===== src/rtl/id_stage_p_pkg.sv =====
// id_stage_p_pkg: MIPS32 opcode/funct, aluop and alusel codes shared by the decode stage
package id_stage_p_pkg;
  localparam logic RST_ACTIVE = 1'b0;
  localparam logic [5:0] EXE_SPECIAL_INST = 6'b000000;
  localparam logic [5:0] EXE_ANDI = 6'b001100;
  localparam logic [5:0] EXE_ORI = 6'b001101;
  localparam logic [5:0] EXE_XORI = 6'b001110;
  localparam logic [5:0] EXE_LUI = 6'b001111;
  localparam logic [5:0] EXE_ADDI = 6'b001000;
  localparam logic [5:0] EXE_ADDIU = 6'b001001;
  localparam logic [5:0] EXE_SLTI = 6'b001010;
  localparam logic [5:0] EXE_SLTIU = 6'b001011;
  localparam logic [5:0] EXE_LW = 6'b100011;
  localparam logic [5:0] EXE_PREF = 6'b110011;
  localparam logic [5:0] EXE_SLL = 6'b000000;
  localparam logic [5:0] EXE_SRL = 6'b000010;
  localparam logic [5:0] EXE_SRA = 6'b000011;
  localparam logic [5:0] EXE_SLLV = 6'b000100;
  localparam logic [5:0] EXE_SRLV = 6'b000110;
  localparam logic [5:0] EXE_SRAV = 6'b000111;
  localparam logic [5:0] EXE_SYNC = 6'b001111;
  localparam logic [5:0] EXE_ADD = 6'b100000;
  localparam logic [5:0] EXE_ADDU = 6'b100001;
  localparam logic [5:0] EXE_SUB = 6'b100010;
  localparam logic [5:0] EXE_SUBU = 6'b100011;
  localparam logic [5:0] EXE_AND = 6'b100100;
  localparam logic [5:0] EXE_OR = 6'b100101;
  localparam logic [5:0] EXE_XOR = 6'b100110;
  localparam logic [5:0] EXE_NOR = 6'b100111;
  localparam logic [5:0] EXE_SLT = 6'b101010;
  localparam logic [5:0] EXE_SLTU = 6'b101011;
  localparam logic [7:0] EXE_NOP_OP = 8'b00000000;
  localparam logic [7:0] EXE_AND_OP = 8'b00100100;
  localparam logic [7:0] EXE_OR_OP = 8'b00100101;
  localparam logic [7:0] EXE_XOR_OP = 8'b00100110;
  localparam logic [7:0] EXE_SLL_OP = 8'b01111100;
  localparam logic [7:0] EXE_SLT_OP = 8'b00101010;
  localparam logic [7:0] EXE_SLTU_OP = 8'b00101011;
  localparam logic [7:0] EXE_ADDI_OP = 8'b01010101;
  localparam logic [7:0] EXE_ADDIU_OP = 8'b01010110;
  localparam logic [7:0] EXE_LW_OP = 8'b11100011;
  typedef enum logic [2:0] {
    EXE_RES_NOP        = 3'b000,
    EXE_RES_LOGIC      = 3'b001,
    EXE_RES_SHIFT      = 3'b010,
    EXE_RES_ARITH      = 3'b100,
    EXE_RES_LOAD_STORE = 3'b111
  } alusel_e;
  // R-type aluops equal {2'b00, funct} except sll, whose funct is all zeros
  function automatic logic [7:0] r_aluop(input logic [5:0] fn);
    return fn == EXE_SLL ? EXE_SLL_OP : {2'b00, fn};
  endfunction
endpackage


===== src/rtl/id_stage_p_if.sv =====
// id_stage_p_if: ID/EX register bus with valid/ready handshake towards EX
interface id_stage_p_if #(
  parameter int DATA_W   = 32,
  parameter int REG_AW   = 5,
  parameter int ALUOP_W  = 8,
  parameter int ALUSEL_W = 3
);
  logic                out_valid;
  logic                out_ready;
  logic [31:0]         ex_pc;
  logic [ALUOP_W-1:0]  ex_aluop;
  logic [ALUSEL_W-1:0] ex_alusel;
  logic [DATA_W-1:0]   ex_reg1;
  logic [DATA_W-1:0]   ex_reg2;
  logic [REG_AW-1:0]   ex_wd;
  logic                ex_wreg;
  logic                ex_is_load;
  logic                ex_instinvalid;
  modport master (output out_valid, ex_pc, ex_aluop, ex_alusel, ex_reg1, ex_reg2, ex_wd,
                  ex_wreg, ex_is_load, ex_instinvalid, input out_ready);
  modport slave (input out_valid, ex_pc, ex_aluop, ex_alusel, ex_reg1, ex_reg2, ex_wd,
                 ex_wreg, ex_is_load, ex_instinvalid, output out_ready);
endinterface


===== src/rtl/id_stage_p_decode.sv =====
// id_decode: combinational MIPS32 logic/shift/arith/lw decoder
module id_decode
  import id_stage_p_pkg::*;
#(
  parameter int DATA_W   = 32,
  parameter int REG_AW   = 5,
  parameter int ALUOP_W  = 8,
  parameter int ALUSEL_W = 3
) (
  input  logic [31:0]         inst_i,
  output logic [ALUOP_W-1:0]  aluop_o,
  output logic [ALUSEL_W-1:0] alusel_o,
  output logic                reg1_read_o,
  output logic                reg2_read_o,
  output logic [REG_AW-1:0]   reg1_addr_o,
  output logic [REG_AW-1:0]   reg2_addr_o,
  output logic [DATA_W-1:0]   imm_o,
  output logic [REG_AW-1:0]   wd_o,
  output logic                wreg_o,
  output logic                is_load_o,
  output logic                instinvalid_o
);
  logic [5:0]  op, fn;
  logic [15:0] i16;
  logic [7:0]  aop;
  alusel_e     sel;
  logic [31:0] imm;
  logic        rt_dst;
  assign op = inst_i[31:26];
  assign fn = inst_i[5:0];
  assign i16 = inst_i[15:0];
  assign reg1_addr_o = REG_AW'(inst_i[25:21]);
  assign reg2_addr_o = REG_AW'(inst_i[20:16]);
  assign wd_o = rt_dst ? REG_AW'(inst_i[20:16]) : REG_AW'(inst_i[15:11]);
  assign aluop_o = ALUOP_W'(aop);
  assign alusel_o = ALUSEL_W'(sel);
  assign imm_o = DATA_W'(imm);
  // Decode opcode/funct into control fields; unknown encodings stay NOP with instinvalid set
  always_comb begin
    aop = EXE_NOP_OP;
    sel = EXE_RES_NOP;
    reg1_read_o = 1'b0;
    reg2_read_o = 1'b0;
    imm = '0;
    wreg_o = 1'b0;
    rt_dst = 1'b0;
    is_load_o = 1'b0;
    instinvalid_o = 1'b1;
    case (op)
      EXE_SPECIAL_INST:
        case (fn)
          EXE_AND, EXE_OR, EXE_XOR, EXE_NOR: begin
            aop = r_aluop(fn);
            sel = EXE_RES_LOGIC;
            {reg1_read_o, reg2_read_o, wreg_o, instinvalid_o} = 4'b1110;
          end
          EXE_SLLV, EXE_SRLV, EXE_SRAV: begin
            aop = r_aluop(fn);
            sel = EXE_RES_SHIFT;
            {reg1_read_o, reg2_read_o, wreg_o, instinvalid_o} = 4'b1110;
          end
          EXE_ADD, EXE_ADDU, EXE_SUB, EXE_SUBU, EXE_SLT, EXE_SLTU: begin
            aop = r_aluop(fn);
            sel = EXE_RES_ARITH;
            {reg1_read_o, reg2_read_o, wreg_o, instinvalid_o} = 4'b1110;
          end
          EXE_SLL, EXE_SRL, EXE_SRA: begin
            instinvalid_o = 1'b0;
            if (inst_i != '0) begin
              aop = r_aluop(fn);
              sel = EXE_RES_SHIFT;
              reg2_read_o = 1'b1;
              imm = {27'b0, inst_i[10:6]};
              wreg_o = 1'b1;
            end
          end
          EXE_SYNC: instinvalid_o = 1'b0;
          default: ;
        endcase
      EXE_ANDI, EXE_ORI, EXE_XORI: begin
        aop = op == EXE_ANDI ? EXE_AND_OP : op == EXE_ORI ? EXE_OR_OP : EXE_XOR_OP;
        sel = EXE_RES_LOGIC;
        imm = {16'b0, i16};
        {reg1_read_o, wreg_o, rt_dst, instinvalid_o} = 4'b1110;
      end
      EXE_LUI: begin
        aop = EXE_OR_OP;
        sel = EXE_RES_LOGIC;
        imm = {i16, 16'b0};
        {reg1_read_o, wreg_o, rt_dst, instinvalid_o} = 4'b1110;
      end
      EXE_ADDI, EXE_ADDIU, EXE_SLTI, EXE_SLTIU: begin
        aop = op == EXE_ADDI ? EXE_ADDI_OP : op == EXE_ADDIU ? EXE_ADDIU_OP :
              op == EXE_SLTI ? EXE_SLT_OP : EXE_SLTU_OP;
        sel = EXE_RES_ARITH;
        imm = {{16{i16[15]}}, i16};
        {reg1_read_o, wreg_o, rt_dst, instinvalid_o} = 4'b1110;
      end
      EXE_LW: begin
        aop = EXE_LW_OP;
        sel = EXE_RES_LOAD_STORE;
        imm = {{16{i16[15]}}, i16};
        {reg1_read_o, wreg_o, rt_dst, is_load_o, instinvalid_o} = 5'b11110;
      end
      EXE_PREF: instinvalid_o = 1'b0;
      default: ;
    endcase
  end
endmodule


===== src/rtl/id_stage_p.sv =====
// id_stage_p: decode stage with prioritised forwarding, load-use interlock and ID/EX register
module id_stage_p
  import id_stage_p_pkg::*;
#(
  parameter int DATA_W   = 32,
  parameter int REG_AW   = 5,
  parameter int NUM_FWD  = 2,
  parameter int ALUOP_W  = 8,
  parameter int ALUSEL_W = 3
) (
  input  logic                       clk,
  input  logic                       rst,
  input  logic                       in_valid,
  output logic                       in_ready,
  input  logic [31:0]                pc_i,
  input  logic [31:0]                inst_i,
  output logic [REG_AW-1:0]          reg1_addr_o,
  output logic [REG_AW-1:0]          reg2_addr_o,
  output logic                       reg1_read_o,
  output logic                       reg2_read_o,
  input  logic [DATA_W-1:0]          reg1_data_i,
  input  logic [DATA_W-1:0]          reg2_data_i,
  input  logic [NUM_FWD-1:0]         fwd_wreg_i,
  input  logic [NUM_FWD*REG_AW-1:0]  fwd_wd_i,
  input  logic [NUM_FWD*DATA_W-1:0]  fwd_wdata_i,
  input  logic                       ex_load_i,
  input  logic                       flush_i,
  id_stage_p_if.master               ex,
  output logic                       stall_o
);
  typedef struct packed {
    logic                valid;
    logic [31:0]         pc;
    logic [ALUOP_W-1:0]  aluop;
    logic [ALUSEL_W-1:0] alusel;
    logic [DATA_W-1:0]   reg1;
    logic [DATA_W-1:0]   reg2;
    logic [REG_AW-1:0]   wd;
    logic                wreg;
    logic                is_load;
    logic                inv;
  } idex_t;
  logic [ALUOP_W-1:0]  aluop;
  logic [ALUSEL_W-1:0] alusel;
  logic [DATA_W-1:0]   imm, f1, f2, op1, op2;
  logic [REG_AW-1:0]   wd;
  logic                wreg, ld, inv, xfer, hz;
  logic [NUM_FWD-1:0]  h1, h2;
  logic [DATA_W-1:0]   fd [NUM_FWD];
  idex_t               idex_q, idex_d;
  id_decode #(.DATA_W(DATA_W), .REG_AW(REG_AW), .ALUOP_W(ALUOP_W), .ALUSEL_W(ALUSEL_W)) u_dec (
    .inst_i        (inst_i),
    .aluop_o       (aluop),
    .alusel_o      (alusel),
    .reg1_read_o   (reg1_read_o),
    .reg2_read_o   (reg2_read_o),
    .reg1_addr_o   (reg1_addr_o),
    .reg2_addr_o   (reg2_addr_o),
    .imm_o         (imm),
    .wd_o          (wd),
    .wreg_o        (wreg),
    .is_load_o     (ld),
    .instinvalid_o (inv)
  );
  for (genvar i = 0; i < NUM_FWD; i++) begin : g_fwd
    assign fd[i] = fwd_wdata_i[i*DATA_W +: DATA_W];
    assign h1[i] = fwd_wreg_i[i] && fwd_wd_i[i*REG_AW +: REG_AW] == reg1_addr_o;
    assign h2[i] = fwd_wreg_i[i] && fwd_wd_i[i*REG_AW +: REG_AW] == reg2_addr_o;
  end
  // Walk sources from lowest priority up so the lowest-index match is applied last
  always_comb begin
    f1 = reg1_data_i;
    f2 = reg2_data_i;
    for (int j = NUM_FWD - 1; j >= 0; j--) begin
      f1 = h1[j] ? fd[j] : f1;
      f2 = h2[j] ? fd[j] : f2;
    end
  end
  assign op1 = !reg1_read_o ? imm : reg1_addr_o == '0 ? '0 : f1;
  assign op2 = !reg2_read_o ? imm : reg2_addr_o == '0 ? '0 : f2;
  assign hz = (reg1_read_o && reg1_addr_o != '0 && reg1_addr_o == fwd_wd_i[REG_AW-1:0]) ||
              (reg2_read_o && reg2_addr_o != '0 && reg2_addr_o == fwd_wd_i[REG_AW-1:0]);
  assign stall_o = in_valid && ex_load_i && fwd_wreg_i[0] && hz;
  assign in_ready = !stall_o && (!idex_q.valid || ex.out_ready);
  assign xfer = in_valid && in_ready;
  // Next ID/EX contents: flush beats transfer, a consumed entry without refill becomes a bubble
  always_comb begin
    idex_d = idex_q;
    if (flush_i || (!xfer && ex.out_ready)) begin
      idex_d.valid = 1'b0;
      idex_d.wreg = 1'b0;
    end else if (xfer)
      idex_d = '{valid: 1'b1, pc: pc_i, aluop: aluop, alusel: alusel, reg1: op1, reg2: op2,
                 wd: wd, wreg: wreg, is_load: ld, inv: inv};
  end
  // ID/EX pipeline register with synchronous reset
  always_ff @(posedge clk)
    idex_q <= rst == RST_ACTIVE ? '0 : idex_d;
  assign ex.out_valid = idex_q.valid;
  assign ex.ex_pc = idex_q.pc;
  assign ex.ex_aluop = idex_q.aluop;
  assign ex.ex_alusel = idex_q.alusel;
  assign ex.ex_reg1 = idex_q.reg1;
  assign ex.ex_reg2 = idex_q.reg2;
  assign ex.ex_wd = idex_q.wd;
  assign ex.ex_wreg = idex_q.wreg;
  assign ex.ex_is_load = idex_q.is_load;
  assign ex.ex_instinvalid = idex_q.inv;
endmodule


===== src/flat_wrapper.sv =====
// flat-port wrapper written by rule: the top's interface ports become plain ports
module id_stage_p_flat import id_stage_p_pkg::*;
#(
  parameter int DATA_W   = 32,
  parameter int REG_AW   = 5,
  parameter int NUM_FWD  = 2,
  parameter int ALUOP_W  = 8,
  parameter int ALUSEL_W = 3
)
  (clk, rst, in_valid, in_ready, pc_i, inst_i, reg1_addr_o, reg2_addr_o, reg1_read_o, reg2_read_o, reg1_data_i, reg2_data_i, fwd_wreg_i, fwd_wd_i, fwd_wdata_i, ex_load_i, flush_i, stall_o, ex_out_valid, ex_ex_pc, ex_ex_aluop, ex_ex_alusel, ex_ex_reg1, ex_ex_reg2, ex_ex_wd, ex_ex_wreg, ex_ex_is_load, ex_ex_instinvalid, ex_out_ready);
  id_stage_p_if #(.DATA_W(DATA_W), .REG_AW(REG_AW), .ALUOP_W(ALUOP_W), .ALUSEL_W(ALUSEL_W)) ex_i ();
  input  logic clk;
  input  logic rst;
  input  logic in_valid;
  output logic in_ready;
  input  logic [31:0] pc_i;
  input  logic [31:0] inst_i;
  output logic [REG_AW-1:0] reg1_addr_o;
  output logic [REG_AW-1:0] reg2_addr_o;
  output logic reg1_read_o;
  output logic reg2_read_o;
  input  logic [DATA_W-1:0] reg1_data_i;
  input  logic [DATA_W-1:0] reg2_data_i;
  input  logic [NUM_FWD-1:0] fwd_wreg_i;
  input  logic [NUM_FWD*REG_AW-1:0] fwd_wd_i;
  input  logic [NUM_FWD*DATA_W-1:0] fwd_wdata_i;
  input  logic ex_load_i;
  input  logic flush_i;
  output logic stall_o;
  output wire logic [$bits(ex_i.out_valid)-1:0] ex_out_valid;
  output wire logic [$bits(ex_i.ex_pc)-1:0] ex_ex_pc;
  output wire logic [$bits(ex_i.ex_aluop)-1:0] ex_ex_aluop;
  output wire logic [$bits(ex_i.ex_alusel)-1:0] ex_ex_alusel;
  output wire logic [$bits(ex_i.ex_reg1)-1:0] ex_ex_reg1;
  output wire logic [$bits(ex_i.ex_reg2)-1:0] ex_ex_reg2;
  output wire logic [$bits(ex_i.ex_wd)-1:0] ex_ex_wd;
  output wire logic [$bits(ex_i.ex_wreg)-1:0] ex_ex_wreg;
  output wire logic [$bits(ex_i.ex_is_load)-1:0] ex_ex_is_load;
  output wire logic [$bits(ex_i.ex_instinvalid)-1:0] ex_ex_instinvalid;
  input wire logic [$bits(ex_i.out_ready)-1:0] ex_out_ready;
  assign ex_out_valid = ex_i.out_valid;
  assign ex_ex_pc = ex_i.ex_pc;
  assign ex_ex_aluop = ex_i.ex_aluop;
  assign ex_ex_alusel = ex_i.ex_alusel;
  assign ex_ex_reg1 = ex_i.ex_reg1;
  assign ex_ex_reg2 = ex_i.ex_reg2;
  assign ex_ex_wd = ex_i.ex_wd;
  assign ex_ex_wreg = ex_i.ex_wreg;
  assign ex_ex_is_load = ex_i.ex_is_load;
  assign ex_ex_instinvalid = ex_i.ex_instinvalid;
  assign ex_i.out_ready = ex_out_ready;
  id_stage_p #(.DATA_W(DATA_W), .REG_AW(REG_AW), .NUM_FWD(NUM_FWD), .ALUOP_W(ALUOP_W), .ALUSEL_W(ALUSEL_W)) u_core (.clk(clk), .rst(rst), .in_valid(in_valid), .in_ready(in_ready), .pc_i(pc_i), .inst_i(inst_i), .reg1_addr_o(reg1_addr_o), .reg2_addr_o(reg2_addr_o), .reg1_read_o(reg1_read_o), .reg2_read_o(reg2_read_o), .reg1_data_i(reg1_data_i), .reg2_data_i(reg2_data_i), .fwd_wreg_i(fwd_wreg_i), .fwd_wd_i(fwd_wd_i), .fwd_wdata_i(fwd_wdata_i), .ex_load_i(ex_load_i), .flush_i(flush_i), .ex(ex_i), .stall_o(stall_o));
endmodule

===== config.mk =====
export PLATFORM = sky130hd
export DESIGN_NAME = id_stage_p_flat
export DESIGN_NICKNAME = d
export VERILOG_FILES = /design/src/rtl/id_stage_p_pkg.sv /design/src/rtl/id_stage_p_if.sv /design/src/rtl/id_stage_p_decode.sv /design/src/rtl/id_stage_p.sv /design/src/flat_wrapper.sv
export SDC_FILE = /design/constraint.sdc
export NUM_CORES = 1
export LEC_CHECK = 0
export ABC_AREA = 1
export ABC_CLOCK_PERIOD_IN_PS = 1800
export BUFFER_PORTS_ARGS = -buffer_cell sky130_fd_sc_hd__buf_2
export CORE_MARGIN = 1.5
export CORE_UTILIZATION = 40
export CTS_CLUSTER_SIZE = 16
export DETAILED_ROUTE_END_ITERATION = 8
export PLACE_DENSITY = 0.73
export SLEW_MARGIN = 5
export SYNTH_ARGS = -nofsm -noshare
export SYNTH_HDL_FRONTEND = slang
export SYNTH_SLANG_ARGS = --single-unit

===== constraint.sdc =====
create_clock -name clk -period 1.8 [get_ports clk]
set_clock_uncertainty 0.2 [all_clocks]
set_input_delay 0.09 -clock clk [delete_from_list [all_inputs] [get_ports clk]]
set_output_delay 0.09 -clock clk [all_outputs]
set_load 0.02 [all_outputs]

Word level (Yosys, flattened, before mapping)
Index checks and enable logic that the tools add are counted.
{"block": "totals", "in_bits": 210, "register_bits": 116, "output_inout_bits": 130}
{"block": "op_classes", "n_mux": 34, "n_eq_ne": 32, "reduce_logical": 41, "bitwise": 2}
{"op": "32-bit two-way mux", "n": 8}
{"op": "32-bit case mux with 4 select lines", "n": 1}
{"op": "6-bit equality test (second input constant)", "n": 12}
{"op": "6-bit by 4-bit equality test with 1-bit output (second input constant)", "n": 9}
{"op": "8-bit case mux with 5 select lines", "n": 1}
{"op": "32-bit nonzero test", "n": 1}
{"op": "5-bit equality test", "n": 6}
{"op": "7-bit two-way mux", "n": 4}
{"op": "3-bit case mux with 4 select lines", "n": 2}
{"op": "6-bit by 3-bit equality test with 1-bit output (second input constant)", "n": 3}
{"op": "17-bit OR reduction", "n": 1}
{"op": "5-bit two-way mux", "n": 3}
{"op": "1-bit logical AND", "n": 14}
{"op": "7-bit case mux with 2 select lines", "n": 1}
{"op": "13-bit OR reduction", "n": 1}
{"op": "6-bit by 2-bit equality test with 1-bit output (second input constant)", "n": 2}
{"op": "6-bit logical NOT", "n": 2}
{"op": "4-bit OR reduction", "n": 3}
{"op": "5-bit logical NOT", "n": 2}
{"op": "5-bit nonzero test", "n": 2}
{"op": "10-bit OR reduction", "n": 1}
{"op": "3-bit OR reduction", "n": 3}
{"op": "9-bit OR reduction", "n": 1}
{"op": "1-bit case mux with 2 select lines", "n": 4}
{"op": "9 further kinds", "n": 22}

Longest topological paths before layout
Gate-level depths: netlist of the first run.
{"block": "depth", "depth_word": 16, "depth_mapped": 17}

Cells and area by module
Synthesis of the first run repeated with hierarchy kept, for this count alone.
{"block": "unflattened", "hier_cells": 1637, "area_unflattened_um2": 8943.6}
{"mod": "id_stage_p", "area_each_um2": 7852.5, "instances": 1, "cells_per_inst": 1418}
{"mod": "id_decode", "area_each_um2": 1091.0, "instances": 1, "cells_per_inst": 219}

Worst setup path before layout of the first run
OpenSTA, ideal clock, no wires.
{"block": "synth_timing", "path_type": "input to register", "startpoint": "input port inst_i[5]", "endpoint": "register u_core.idex_q (netlist bit u_core.ex.ex_reg2[28])", "path_stages": 10, "setup_time_ns": 0.064, "t_arrival_ns": 1.779, "setup_slack_ns": -0.243, "required_time_ns": 1.536, "path_cell_list": "nor2_1 nand2_1 a21oi_2 o21ai_1 a21boi_2 nand2_1 clkbuf_1 o21ai_0 nor2_1 nor2_1"}
{"block": "synth_between", "elab_chain_cells": 16, "elab_cells_between_ends": 39, "cone_classes": "eq/ne (15); mux (6); bitwise (1); reduce/logical (17)"}
{"element": "start: declaration", "line": "flat_wrapper.sv:17", "source": "input logic [31:0] inst_i;"}
{"element": "6-bit equality test (tied with other cells)", "line": "id_stage_p_decode.sv:51", "source": "case (fn)"}
{"element": "13-bit OR reduction (no source line) (tied with other cells)"}
{"element": "1-bit case mux with 2 select lines (*)", "line": "id_stage_p_decode.sv:51"}
{"element": "1-bit two-way mux (*)", "line": "id_stage_p_decode.sv:49", "source": "case (op)"}
{"element": "via reg2_read_o", "line": "flat_wrapper.sv:21", "source": "output logic reg2_read_o;"}
{"element": "1-bit logical AND (2 in a row)", "line": "id_stage_p.sv:82", "source": "(reg2_read_o && reg2_addr_o != '0 && reg2_addr_o == fwd_wd_i[REG_AW-1:0]);"}
{"element": "1-bit logical OR", "line": "id_stage_p.sv:81", "source": "assign hz = (reg1_read_o && reg1_addr_o != '0 && reg1_addr_o == fwd_wd_i[REG_AW-1:0]) ||"}
{"element": "1-bit logical AND", "line": "id_stage_p.sv:83", "source": "assign stall_o = in_valid && ex_load_i && fwd_wreg_i[0] && hz;"}
{"element": "1-bit logical NOT", "line": "id_stage_p.sv:84", "source": "assign in_ready = !stall_o && (!idex_q.valid || ex.out_ready);"}
{"element": "1-bit logical AND", "line": "id_stage_p.sv:84"}
{"element": "1-bit logical AND", "line": "id_stage_p.sv:85", "source": "assign xfer = in_valid && in_ready;"}
{"element": "1-bit logical NOT", "line": "id_stage_p.sv:89", "source": "if (flush_i || (!xfer && ex.out_ready)) begin"}
{"element": "1-bit logical AND", "line": "id_stage_p.sv:89"}
{"element": "1-bit logical OR", "line": "id_stage_p.sv:89"}
{"element": "1-bit inverter (no source line)"}
{"element": "2-bit AND reduction (no source line)"}
{"element": "end signal: assignment", "line": "id_stage_p.sv:98", "source": "idex_q <= rst == RST_ACTIVE ? '0 : idex_d;"}
{"element": "end: declaration", "line": "id_stage_p.sv:50", "source": "idex_t idex_q, idex_d;"}
Mark *: on every way through the listed nets, which the timed path passes. The rest lies on a longest branch.
A chain may end at the register's enable or synchronous reset.

Final worst setup path of the first run
{"block": "layout_timing", "startpoint": "input port inst_i[30]", "endpoint": "register u_core.idex_q (netlist bit u_core.ex.ex_reg1[3])"}
{"block": "layout_between", "elab_chain_cells": 16, "elab_cells_between_ends": 36, "cone_classes": "eq/ne (9); mux (8); bitwise (1); reduce/logical (18)"}
{"element": "32-bit nonzero test", "line": "id_stage_p_decode.sv:69", "source": "if (inst_i != '0) begin"}
{"element": "1-bit two-way mux", "line": "id_stage_p_decode.sv:69"}
{"element": "1-bit case mux with 2 select lines", "line": "id_stage_p_decode.sv:51"}
{"element": "1-bit two-way mux", "line": "id_stage_p_decode.sv:49"}
{"element": "1-bit logical AND (2 in a row)", "line": "id_stage_p.sv:82"}
{"element": "1-bit logical OR", "line": "id_stage_p.sv:81"}
{"element": "1-bit logical AND", "line": "id_stage_p.sv:83"}
{"element": "1-bit logical NOT", "line": "id_stage_p.sv:84"}
{"element": "1-bit logical AND", "line": "id_stage_p.sv:84"}
{"element": "1-bit logical AND", "line": "id_stage_p.sv:85"}
{"element": "1-bit logical NOT", "line": "id_stage_p.sv:89"}
{"element": "1-bit logical AND", "line": "id_stage_p.sv:89"}
{"element": "1-bit logical OR", "line": "id_stage_p.sv:89"}
{"element": "1-bit inverter (no source line)"}
{"element": "2-bit AND reduction (no source line)"}
Several ways; a longest one is shown, not always the timed one.

==> metrics, run 1 <==
Starting Density=about two fifths; Peak Freq=roughly 540 MHz; ys async rst share=0%; area grow syn2layout=74.2%; GR Overflow Total=0; Synth area leaders=dfxtp_1 32%, nand2_1 14%, nor2_1 10%; H-tree levels=4; layout cells sized above 1=roughly 36%; post-DP HPWL=22,400 microns; Worst Hold Depth=7; period utilisation layout=103%; Root Driver=clkbuf_16; WP data arrival=1.97 ns; status=finished with violations; clk sink count=roughly 120; Vias=10,472; HP Class=primary input to flop; Most common cell on crit path=nand2_2; worst skew pair latency=~0.42 ns; Flop pwr share=32.7%; 1st-pass router iterations=6; syn_area_per_cell=a little over 6 sq um; Setup crit start kind=primary input; TritonCTS buffer count=17; vias per cell=5.25; clock share of power=between 40% and 50%; syn_nets=around 1,400; Sw Share=about a third; M3 GR Usage=under 10%; logic gate share of total power=26.4%; post-synthesis instance area=around 7400 sq um; violated checks=negative setup slack; Period minus WS final=roughly 1.9 ns; Post-synth EDFFs=0; total routed wirelength=around 35,000 microns; DRC errors left=0; ys flop type=dfxtp_1; top post-synthesis cells by count=280 x nand2_1, 195 x nor2_1, 146 x inv_1; Final WS setup=-0.0590 ns; Die H=between 100 and 150 microns; antenna-violating nets left=0; Die X=approximately 140 microns; Max-cap violations=0; most frequent cell after synthesis=nand2_1; Final Hold Viols=0; # nets final=~2,000; CP Cell Sequence=buf_8, nor2_4, nand2_2, nor2_2, nand2_2, o21ai_2, nand2_1, nand4_1, nand2_2, nand2_2, nand4_1, buf_6, clkbuf_16, clkbuf_16, nor2_1, nor2_1; Hold EP=u_core.ex.ex_reg1[1]; Slew @ Worst Pin=between 0.5 and 0.6 ns; Worst Path Class, Setup=primary input to flop; Yosys reg bits=roughly 120; Max clock buf depth=2; Design Area, Final=about 13,000 sq um; initial antenna violation count=4; wire length of the first global-routing pass=roughly 50,000 microns; final core occ=a little under three quarters; Yosys top cell area share=a little under a third; Iter 0 DRT Violations=~950; Setup TNS=-0.152 ns; Port Buffers=~340; CP required=1.91 ns; pwr dens=about 670 nW/um^2; GR Util All Layers=31.8%; internal power=5.82 mW; vias in the first global route=roughly 9,400; headroom to the max-slew limit=between 60 and 70%; GR Layer Usage met1=38.5%; RSZ-0062 raised after global routing=true; peak supply drop=approximately 0.89 mV; # rows=slightly below 50; hold path startpoint=reg1_data_i[1]; CTS tree=yes; die area=19,200 sq um; final setup vio count=7; Seq/Total Area, Yosys=a little under a third; static leakage=around 6.6 nW; Placer Congestion=roughly 0.93; YS warnings=0; routed len/inst=between 15 and 20 microns; cell count after synthesis=~1,200; slowest cell on the critical path=buf_6; Worst R2R Path Depth=10; Psw=around 2.7 mW; flop2flop setup slack=around 0.04 ns; largest net degree at the start of global routing=between 60 and 70; Core Box Area=between 15,000 and 20,000 sq um; max-slew violation count=0; top cell type by total area after synthesis=dfxtp_1; num ports=340; reg2reg end=u_core.ex.ex_reg1[14]; Critical Path End Type=flop; GR peak layer=met2; clock slew at reported path FFs=approximately 0.06 ns; grt met2 use=between 50 and 60%; Critical Path Max Stage Delay=about 0.18 ns; crit-path max FO=8; reg2reg start=u_core.ex.out_valid; Synth cell types=35; Setup Slack @ Placement=-0.443 ns; placed cell areas=10,100 sq um
## worst max-delay path by stage
| stage | start | to | cells after the start |
|---|---|---|---|
| floorplan | inst_i[28] | u_core.ex.ex_wd[1] | 16 |
| global placement | inst_i[7] | u_core.ex.ex_reg2[22] | 16 |
| detailed placement | inst_i[1] | u_core.ex.ex_pc[9] | 15 |
| CTS | inst_i[9] | in_ready | 13 |
| global route | inst_i[30] | u_core.ex.ex_reg2[12] | 17 |
| finish | inst_i[30] | u_core.ex.ex_reg1[3] | 16 |
## per-stage QoR
step	total power, mW	std cells	hold slack, ns
after global routing	8.82	1993	0.0204
final	8.52	1993	0.0120
after CTS	8.20	1956	0.00251
after floorplan	3.75	1217	0.0540
after global placement	4.54	1814	0.164
after detailed placement	4.56	1814	0.168
## layer usage
| layer | wire [microns] | part of all wire (%) | vias to the layer above |
|---|---|---|---|
| li1 | - | - | 4978 |
| met1 | 13600 | 39 | 4765 |
| met2 | 16800 | 48 | 616 |
| met3 | 2760 | 7.9 | 113 |
| met4 | 1550 | 4.5 | 0 |
| met5 | 0 | 0 | - |
## power groups by stage
stage	sequential (mW)	combinational (mW)	clock, mW
4_1_cts	2.78	1.92	3.49
3_3_place_gp	2.83	1.71	0
2_1_floorplan	3.00	0.755	0
5_1_grt	2.80	2.40	3.62
3_5_place_dp	2.84	1.72	0
6_report	2.79	2.25	3.49
## cell usage in the layout (no fill, tap or decap), types with 33 or more instances in the layout
cell type	count
o21ai_0	111
clkbuf_16	33
nor2_1	154
nand2_1	252
dlygate4sd3_1	104
inv_1	144
buf_2	328
a21oi_1	102
dfxtp_1	116
buf_4	114
nand4_1	53
## flip-flops by register name, indices dropped and copies added, names as in the netlist
register / flops
u_core.ex.ex_alusel: 3
u_core.ex.out_valid: 1
u_core.ex.ex_aluop: 8
u_core.ex.ex_wreg: 1
u_core.ex.ex_instinvalid: 1
u_core.ex.ex_reg1: 32
u_core.ex.ex_is_load: 1
u_core.ex.ex_wd: 5
u_core.ex.ex_reg2: 32
u_core.ex.ex_pc: 32
## cell type report
type / instances / area (sq um)
multi-input combinational: 862 / 4450
fill: 1366 / 5150
timing repair buffer: 601 / 4580
inverter: 149 / 563
antenna: 4 / 10.0
sequential: 116 / 2320
tap: 229 / 287
clock buffer: 18 / 439
clock inverter: 14 / 154
## kinds of logic after synthesis
kind of cell           share of synthesized area (%)
AO/OA/AOI/OAI                                   18.8
XOR/XNOR                                        1.19
buffers and inverters                           13.7
flip-flops                                      31.6
multiplexers                                    3.40
AND/OR/NAND/NOR                                 31.3
## worst max-delay path, delay by kind of cell
family | cells | cell delay [ns]
AO/OA/AOI/OAI | 1 | 0.16
AND/OR/NAND/NOR | 11 | 1.08
buffers and inverters | 4 | 0.61
## timing repair
| action | in CTS | in global routing |
|---|---|---|
| gates resized for setup | 13 | 136 |
| hold buffers | 104 | 0 |
| setup endpoints to repair | 5 | 118 |
| gates cloned | 0 | 20 |
| hold endpoints to repair | 108 | 0 |
| pin swaps | 12 | 40 |
| setup buffers | 6 | 13 |
Note: power is estimated with default switching activity, not from simulation.
==> run 2: changes to the inputs <==
- GPL_TIMING_DRIVEN: default -> 0
- SKIP_CTS_REPAIR_TIMING: default -> 1
==> run 2 against run 1 <==
Net effect: the flow finishes with violations (negative hold slack, negative setup slack); die area is the same; critical path depth increased by 2; sequential share of layout area is essentially flat; via count is 0.52% lower; final cell count down 2.0%; wire length rose by 5.4%; register-to-register slack got worse by 0.15 ns; clock power increased by 4%; global-route usage down 0.27 points; highest routed layer is now met5; total power up 2.2%; fmax decreased by 2.9%.
==> metrics, run 2 (synthesized netlist as in run 1, its figures left out) <==
hold_ws=-0.0508 ns (-0.0628 ns); clk sink count=116 (unchanged); commonest non-fill, non-tap cell in the layout=buf_2; Final WS setup=-0.115 ns (-0.0562 ns); worst skew pair latency=0.44 ns (+0.02 ns); post-DP HPWL=24,800 microns (+11%); die area=19,200 sq um (unchanged); M3 GR Usage=8.43% (+2.6 points); 1st-pass router iterations=5 (-1); GR peak layer=met2; CTS tree=yes; Vias=10,418 (-0.52%); GR Overflow Total=0 (unchanged); H-tree levels=4 (unchanged); Starting Density=40.9% (unchanged); commonest cells after routing, fill and taps aside=324 x buf_2, 207 x nand2_1, 140 x inv_1; crit-path max FO=8 (unchanged); clock slew at reported path FFs=0.07 ns (about the same); layout cells sized above 1=39.7% (+3.3 points); static leakage=6.34 nW (-3.5%); HP Class=primary input to flop; peak supply drop=0.942 mV (+5.5%); Max clock buf depth=2 (unchanged); Die X=139 microns (unchanged); antenna-violating nets left=0 (unchanged); Root Driver=clkbuf_16; Setup crit start kind=primary input; Period minus WS final=1.92 ns (+0.0562 ns); Final Hold Viols=20 (+20); total routed wirelength=36,600 microns (+5.4%); # rows=49 (unchanged); Core Box Area=18,000 sq um (unchanged); Placer Congestion=0.966 (+3.3%); TritonCTS buffer count=17 (unchanged); Slew @ Worst Pin=0.838 ns (+0.327 ns); status=finished with violations; Design Area, Final=12,800 sq um (about the same); area grow syn2layout=74.1% (about the same); vias in the first global route=8,885 (-5.3%); Critical Path End Type=flop; CP required=1.95 ns (+0.04 ns); violated checks=negative hold slack, negative setup slack; headroom to the max-slew limit=43.4% (-22 points); WP data arrival=2.07 ns (+0.10 ns); GR Util All Layers=31.6% (-0.27 points); Iter 0 DRT Violations=1,017 (+7.4%); wire length of the first global-routing pass=47,300 microns (-2.6%); Die H=139 microns (unchanged); final setup vio count=87 (+80); Peak Freq=522 MHz (-2.9%); pwr dens=680 nW/um^2 (+2.3%); Port Buffers=338 (-0.29%); GR Layer Usage met1=36.8% (-1.7 points); period utilisation layout=106% (+3.1 points); num ports=340 (unchanged); vias per cell=5.33 (+1.5%); # nets final=1,916 (-2.1%); max-slew violation count=0 (unchanged); Setup TNS=-3.14 ns (-2.99 ns); placed cell areas=9450 sq um (-6.5%); DRC errors left=0 (unchanged); largest net degree at the start of global routing=17 (-74%); Power, Total=8.71 mW (+2.2%); Worst Path Class, Setup=primary input to flop; initial antenna violation count=9 (+5); grt met2 use=53.6% (-0.94 points); routed len/inst=18.7 microns (+7.5%); RSZ-0062 raised after global routing=true; Max-cap violations=0 (unchanged)
run 2: cell types whose count changed in the layout (fill, tap and decap cells not counted), moves of 19 or more:
cell      delta
nand2_4     +19
nand2_2     +26
nor2_1      -27
clkbuf_1    +31
nand2_1     -45
nor2_4      +24
buf_4       -78
o21ai_0     -24
run 2: worst max-delay path, stage by stage:
cell       delay (ns)
buf_8            0.09
nand2_4          0.06
nor3_4           0.21
nand3_4          0.12
nand2_4          0.09
inv_4            0.05
nand2_4          0.08
inv_4            0.04
nand2_4          0.05
nand3_2          0.07
nand2_2          0.13
nand2_2          0.06
nand4_1          0.15
buf_6            0.19
buf_12           0.18
clkbuf_16        0.17
nand2_2          0.04
a21oi_1          0.16
run 2: path summary, 6_finish.rpt:
check / startpoint / endpoint / slack [ns] / cells after the start
worst max-delay path: inst_i[27] / u_core.ex.ex_pc[17] / -0.12 / 18
worst min-delay path: fwd_wdata_i[14] / u_core.ex.ex_reg2[14] / -0.05 / 5
worst max register to register: u_core.ex.out_valid / u_core.ex.ex_pc[17] / -0.11 / 9
worst min register to register: u_core.ex.ex_pc[24] / u_core.ex.ex_pc[24] / 0.26 / 2
run 2: cell type report:
type                       count  area, sq um
sequential                   116         2320
fill                        1411         5170
multi-input combinational    862         5030
clock inverter                15          186
clock buffer                  17          425
timing repair buffer         470         3270
inverter                     149          573
buffer                        90          691
tap                          229          287
antenna                        6         15.0
run 2: report_power, final:
| part | total (mW) | switching, mW | internal (mW) |
|---|---|---|---|
| Sequential | 2.80 | 0.0890 | 2.71 |
| Combinational | 2.28 | 1.30 | 0.972 |
| Clock | 3.63 | 1.52 | 2.11 |
| Total | 8.71 | 2.92 | 5.79 |
run 2: routing by layer:
| metal | vias up | wire [microns] |
|---|---|---|
| met1 | 4712 | 13500 |
| met3 | 144 | 3450 |
| li1 | 4887 | - |
| met5 | - | 29 |
| met2 | 669 | 17600 |
| met4 | 6 | 2010 |
run 2: stage by stage:
step	std cells	hold slack, ns	utilization [%]	setup slack [ns]
2_1_floorplan	1217	0.0540	-	-0.109
3_3_place_gp	1784	0.163	52.6	-0.919
3_5_place_dp	1784	0.171	52.6	-0.968
4_1_cts	1816	-0.288	56.0	-0.494
5_1_grt	1952	-0.00904	71.2	-0.186
6_report	1954	-0.0508	71.2	-0.115
